$ cat src/rtl/demux3_if.sv
// Producer/consumer bundle for the eight-way registered demultiplexer.
// The slave modport is the demultiplexer's view; master is the testbench/producer view.
interface demux3_if;
  logic        in_valid;
  logic        in_ready;
  logic [2:0]  in_pos;
  logic [31:0] in_data;
  logic [31:0] data1, data2, data3, data4, data5, data6, data7, data8;
  logic [7:0]  out_valid;
  logic [7:0]  out_ready;

  modport slave (
    input  in_valid, in_pos, in_data, out_ready,
    output in_ready, out_valid,
    output data1, data2, data3, data4, data5, data6, data7, data8
  );

  modport master (
    output in_valid, in_pos, in_data, out_ready,
    input  in_ready, out_valid,
    input  data1, data2, data3, data4, data5, data6, data7, data8
  );
endinterface

$ cat src/rtl/demux3.sv
// Eight-way registered demultiplexer: one tagged 32-bit word per cycle into eight
// single-entry valid/ready slots. Define DEMUX3_STATS_EN to add the accept_cnt counter.
module demux3 (
  input  logic        clk,
  input  logic        rst_n,
  demux3_if.slave     bus
`ifdef DEMUX3_STATS_EN
  ,
  output logic [15:0] accept_cnt
`endif
);

  logic [7:0]  valid_q, valid_d;
  logic [31:0] data_q [8];
  logic [31:0] data_d [8];
  logic        in_fire;

  // Ready depends only on the addressed slot, so a stalled slot blocks nothing else.
  assign bus.in_ready = ~valid_q[bus.in_pos] | bus.out_ready[bus.in_pos];
  assign in_fire      = bus.in_valid & bus.in_ready;

  always_comb begin
    // NOTE: every always_comb output gets a full default first so no latch is inferred.
    valid_d = valid_q & ~bus.out_ready;
    data_d  = data_q;
    if (in_fire) begin
      valid_d[bus.in_pos] = 1'b1;
      data_d[bus.in_pos]  = bus.in_data;
    end
  end

  always_ff @(posedge clk) begin
    if (!rst_n) begin
      valid_q <= '0;
      // NOTE: the data array is reset because consumers see data1..data8 directly.
      for (int i = 0; i < 8; i++) data_q[i] <= '0;
    end else begin
      // NOTE: sequential state uses non-blocking assignments only.
      valid_q <= valid_d;
      data_q  <= data_d;
    end
  end

  assign bus.out_valid = valid_q;
  assign bus.data1     = data_q[0];
  assign bus.data2     = data_q[1];
  assign bus.data3     = data_q[2];
  assign bus.data4     = data_q[3];
  assign bus.data5     = data_q[4];
  assign bus.data6     = data_q[5];
  assign bus.data7     = data_q[6];
  assign bus.data8     = data_q[7];

`ifdef DEMUX3_STATS_EN
  logic [15:0] cnt_q, cnt_d;

  always_comb begin
    cnt_d = cnt_q;
    if (in_fire && cnt_q != 16'hFFFF) cnt_d = cnt_q + 16'd1;
  end

  always_ff @(posedge clk) begin
    if (!rst_n) cnt_q <= '0;
    else        cnt_q <= cnt_d;
  end

  assign accept_cnt = cnt_q;
`endif

endmodule

$ cat src/flat_wrapper.sv
// flat-port wrapper written by rule: the top's interface ports become plain ports
module demux3_flat 
  (clk, rst_n, bus_in_valid, bus_in_pos, bus_in_data, bus_out_ready, bus_in_ready, bus_out_valid, bus_data1, bus_data2, bus_data3, bus_data4, bus_data5, bus_data6, bus_data7, bus_data8);
  demux3_if bus_i ();
  input  logic clk;
  input  logic rst_n;
  input wire logic [$bits(bus_i.in_valid)-1:0] bus_in_valid;
  input wire logic [$bits(bus_i.in_pos)-1:0] bus_in_pos;
  input wire logic [$bits(bus_i.in_data)-1:0] bus_in_data;
  input wire logic [$bits(bus_i.out_ready)-1:0] bus_out_ready;
  output wire logic [$bits(bus_i.in_ready)-1:0] bus_in_ready;
  output wire logic [$bits(bus_i.out_valid)-1:0] bus_out_valid;
  output wire logic [$bits(bus_i.data1)-1:0] bus_data1;
  output wire logic [$bits(bus_i.data2)-1:0] bus_data2;
  output wire logic [$bits(bus_i.data3)-1:0] bus_data3;
  output wire logic [$bits(bus_i.data4)-1:0] bus_data4;
  output wire logic [$bits(bus_i.data5)-1:0] bus_data5;
  output wire logic [$bits(bus_i.data6)-1:0] bus_data6;
  output wire logic [$bits(bus_i.data7)-1:0] bus_data7;
  output wire logic [$bits(bus_i.data8)-1:0] bus_data8;
  assign bus_i.in_valid = bus_in_valid;
  assign bus_i.in_pos = bus_in_pos;
  assign bus_i.in_data = bus_in_data;
  assign bus_i.out_ready = bus_out_ready;
  assign bus_in_ready = bus_i.in_ready;
  assign bus_out_valid = bus_i.out_valid;
  assign bus_data1 = bus_i.data1;
  assign bus_data2 = bus_i.data2;
  assign bus_data3 = bus_i.data3;
  assign bus_data4 = bus_i.data4;
  assign bus_data5 = bus_i.data5;
  assign bus_data6 = bus_i.data6;
  assign bus_data7 = bus_i.data7;
  assign bus_data8 = bus_i.data8;
  demux3 u_core (.clk(clk), .rst_n(rst_n), .bus(bus_i));
endmodule
$ cat config.mk
export PLATFORM = sky130hd
export DESIGN_NAME = demux3_flat
export DESIGN_NICKNAME = d
export VERILOG_FILES = /design/src/rtl/demux3_if.sv /design/src/rtl/demux3.sv /design/src/flat_wrapper.sv
export SDC_FILE = /design/constraint.sdc
export NUM_CORES = 1
export LEC_CHECK = 0
export ABC_AREA = 1
export CAP_MARGIN = 20
export CORE_AREA = 3 3 173 175
export CTS_CLUSTER_SIZE = 30
export DETAILED_ROUTE_END_ITERATION = 7
export DIE_AREA = 0 0 176 178
export PLACE_DENSITY = 0.77
export SYNTH_ARGS = -nofsm -noshare
export SYNTH_HDL_FRONTEND = slang
export SYNTH_SLANG_ARGS = --single-unit
$ cat constraint.sdc
create_clock -name clk -period 1.6 [get_ports clk]
set_input_delay 0.32 -clock clk [delete_from_list [all_inputs] [get_ports clk]]
set_output_delay 0.32 -clock clk [all_outputs]
set_load 0.02 [all_outputs]
==> out/metrics.yaml <==
outcome:
  status: "finished with violations"
  violations: "design-rule violations, negative setup slack"
synthesis:
  synth_top_family_by_area: "simple AND/OR/NAND/NOR gates"
  syn_nets: 2102
  syn_area_per_cell_um2: 6.35
  ys_ff_latch: 264
  synth-simple-area-share_pct: 37.0
  synth_warnings: 0
  synth_xor_xnor_area_share_pct: 0
  ys_types: 18
  syn_inst: 2056
  yosys.area_share.adder_pct: 0
  synth-compound-area-share_pct: 0.307
  synthMuxAreaShare_pct: 0
  synth_area_um2: 13100
  seq_area_frac_synth_pct: 40.5
worst_setup_path:
  critPathLaunchType: "flip-flop"
  critical_path_arrival_ns: 2.31
  path_max_fanout: 6
  critical_path_class: "flip-flop to flip-flop"
  crit_path_end_kind: "flip-flop"
  required_ns: 2.05
power:
  powerDensity_nw_per_um2: 823
  switching_power_w: 0.00471
  p_comb_share_pct: 17.8
  cellLeakagePower_nw: 10.6
  peakVddDrop_mv: 0.769
  swShare_pct: 28.8
  p_int_w: 0.0116
  seqPwrFrac_pct: 42.7
  clockPowerShare_pct: 39.5
layout:
  fin_util_pct: 69.3
  fill_cells: 2275
  final-seq-area_um2: 5290
  multiInputGateArea_um2: 5380
  drive_above_1_share_pct: 17.0
  stdcell_count: 2851
  n_antenna_cell: 0
  area_delta_synth_final_pct: 52.0
  final_cell_mix: "inv_1 (513), nand2_1 (463), nand4_1 (260), dfxtp_1 (260), dlygate4sd2_1 (236)"
  final_common_cell: "inv_1"
  fin_nets: 2494
floorplanning:
  row_count: 62
  die_h_um: 178
  io_pins: 311
  coreArea_um2: 28600
  die_width_um: 176
  initial_utilization_pct: 45.6
  die_area_um2: 31300
routing:
  vias: 14800
  wl_met1_um: 19400
  via_per_inst: 5.19
  drc: 2
  wl_met2_um: 23100
  wirelength_um: 51800
  dr_wl_met3_um: 5790
  dr.max_layer_used: "met4"
  first_pass_iters: 8
  drt_iter0_markers: 1926
  ant_nets: 0
  route.detailed.wl_per_inst_um: 18.2
clocking:
  postCtsHoldBufs: 0
  clockBufferDepth: 3
  clk_pin_slew_ns: 0.07
  clk_latency_ns: 0.55
  cts_max_level: 1
  clock-sinks: 264
  numCtsBuffers: 29
  tritoncts: "done"
  clockRootBuffer: "clkbuf_16"
place:
  post-dp-hpwl_um: 30400
  io_buffers: 310
  dp_cells: 2742
  gp_congestion: 0.883
  dp_slack_ns: -0.861
sta:
  finalSetupViolations: 276
  period_share_pct: 117
  finClkSkew_ns: 0.00717
  rsz0062_at_grt: "true"
  slew_headroom_pct: 63.0
  hold_viol: 0
  period_needed_ns: 1.86
  finalMaxSlewViolations: 0
  hold_ws_ns: 0.236
  tightest_slew_ns: 0.554
  max_freq_mhz: 536
  setup_ws_ns: -0.265
  setup_tns_ns: -29.04
grt:
  overflow: 0
  antenna_found_initial: 0
  grt_pass1_vias: 13700
  grt_usage_pct: 29.5
  grt_max_degree: 49
  grt_pass1_wl_um: 73500
worst_hold_path:
  hold_path.class: "input port to flip-flop"
job:
  drv_cap: 0
## worst max-delay path, stage by stage (launching register included)
cell and delay, ns:
dfxtp_2 0.33, nand2_2 0.06, nand2_1 0.07, nand2_1 0.05, nand2_1 0.06, nand2_1 0.06
nand2_2 0.11, nand2_8 0.08, buf_4 0.14, buf_12 0.13, buf_8 0.13, nand3_4 0.08
buf_12 0.13, clkbuf_16 0.14, nand2_1 0.07, inv_1 0.07, nor2_1 0.04
## registers in the layout, summed over array words and instances (netlist names)
signal and flops:
u_core.bus.data1 32, u_core.bus.data2 32, u_core.bus.data3 32, u_core.bus.data4 32, u_core.bus.data5 32, u_core.bus.data6 32, u_core.bus.data7 32, u_core.bus.data8 32
u_core.bus.out_valid 8
## metal layers
| metal | GRT usage [%] | vias up |
|---|---|---|
| li1 | - | 6900 |
| met1 | 36.9 | 6659 |
| met2 | 47.6 | 1011 |
| met4 | 18.2 | 0 |
| met3 | 4.98 | 231 |
| met5 | 0 | - |
## through the flow
stage | cell area (um2) | power (W)
after CTS | 19100 | 0.0161
after floorplan | 13100 | 0.00849
after global routing | 19800 | 0.0169
final | 19800 | 0.0163
after detailed placement | 17500 | 0.00977
after global placement | 17500 | 0.00972
## power groups by stage
stage	logic [W]	registers, W	clock network (W)
6_report	0.00291	0.00698	0.00646
5_1_grt	0.00311	0.00699	0.00676
4_1_cts	0.00268	0.00697	0.00646
3_5_place_dp	0.00265	0.00712	0
3_3_place_gp	0.00260	0.00711	0
2_1_floorplan	0.00113	0.00737	0
## cell families after synthesis
kind of cell | count (synthesis)
simple gates | 1086
buf+inv | 698
flops | 264
compound gates | 8
## Yosys cell counts, drive strengths merged
cell type / instances / area (um2)
inv: 559 / 2100
nand2: 547 / 2060
dfxtp: 264 / 5290
nor2: 261 / 982
nand4: 260 / 1630
buf: 89 / 618
clkbuf: 50 / 188
nand3: 12 / 123
a21oi: 8 / 40.0
nor3: 6 / 45.0
## layout make-up
| type | count | share of cell area, % |
|---|---|---|
| multi-input combinational | 1094 | 27.1 |
| timing repair buffer | 500 | 28.8 |
| clock buffer | 42 | 4.10 |
| inverter | 559 | 10.6 |
| tap | 384 | 2.42 |
| clock inverter | 8 | 0.366 |
| sequential | 264 | 26.7 |
## what timing repair did
action,CTS,global route
gates resized for setup,428,156
gates cloned,17,22
pin swaps,38,112
setup endpoints to repair,529,339
setup buffers,15,20
## worst paths after layout
path | start | depth (start not counted) | slack [ns] | end
worst max-delay path | u_core.bus.out_valid[2]$_SDFF_PN0_ | 16 | -0.26 | u_core.bus.data5[1]$_SDFFE_PN0P_
worst min-delay path | rst_n | 3 | 0.24 | u_core.bus.data8[30]$_SDFFE_PN0P_
worst max register to register | u_core.bus.out_valid[2]$_SDFF_PN0_ | 16 | -0.26 | u_core.bus.data5[1]$_SDFFE_PN0P_
worst min register to register | u_core.bus.data7[4]$_SDFFE_PN0P_ | 4 | 0.51 | u_core.bus.data7[4]$_SDFFE_PN0P_
No activity file was read; power rests on OpenSTA's default activity.
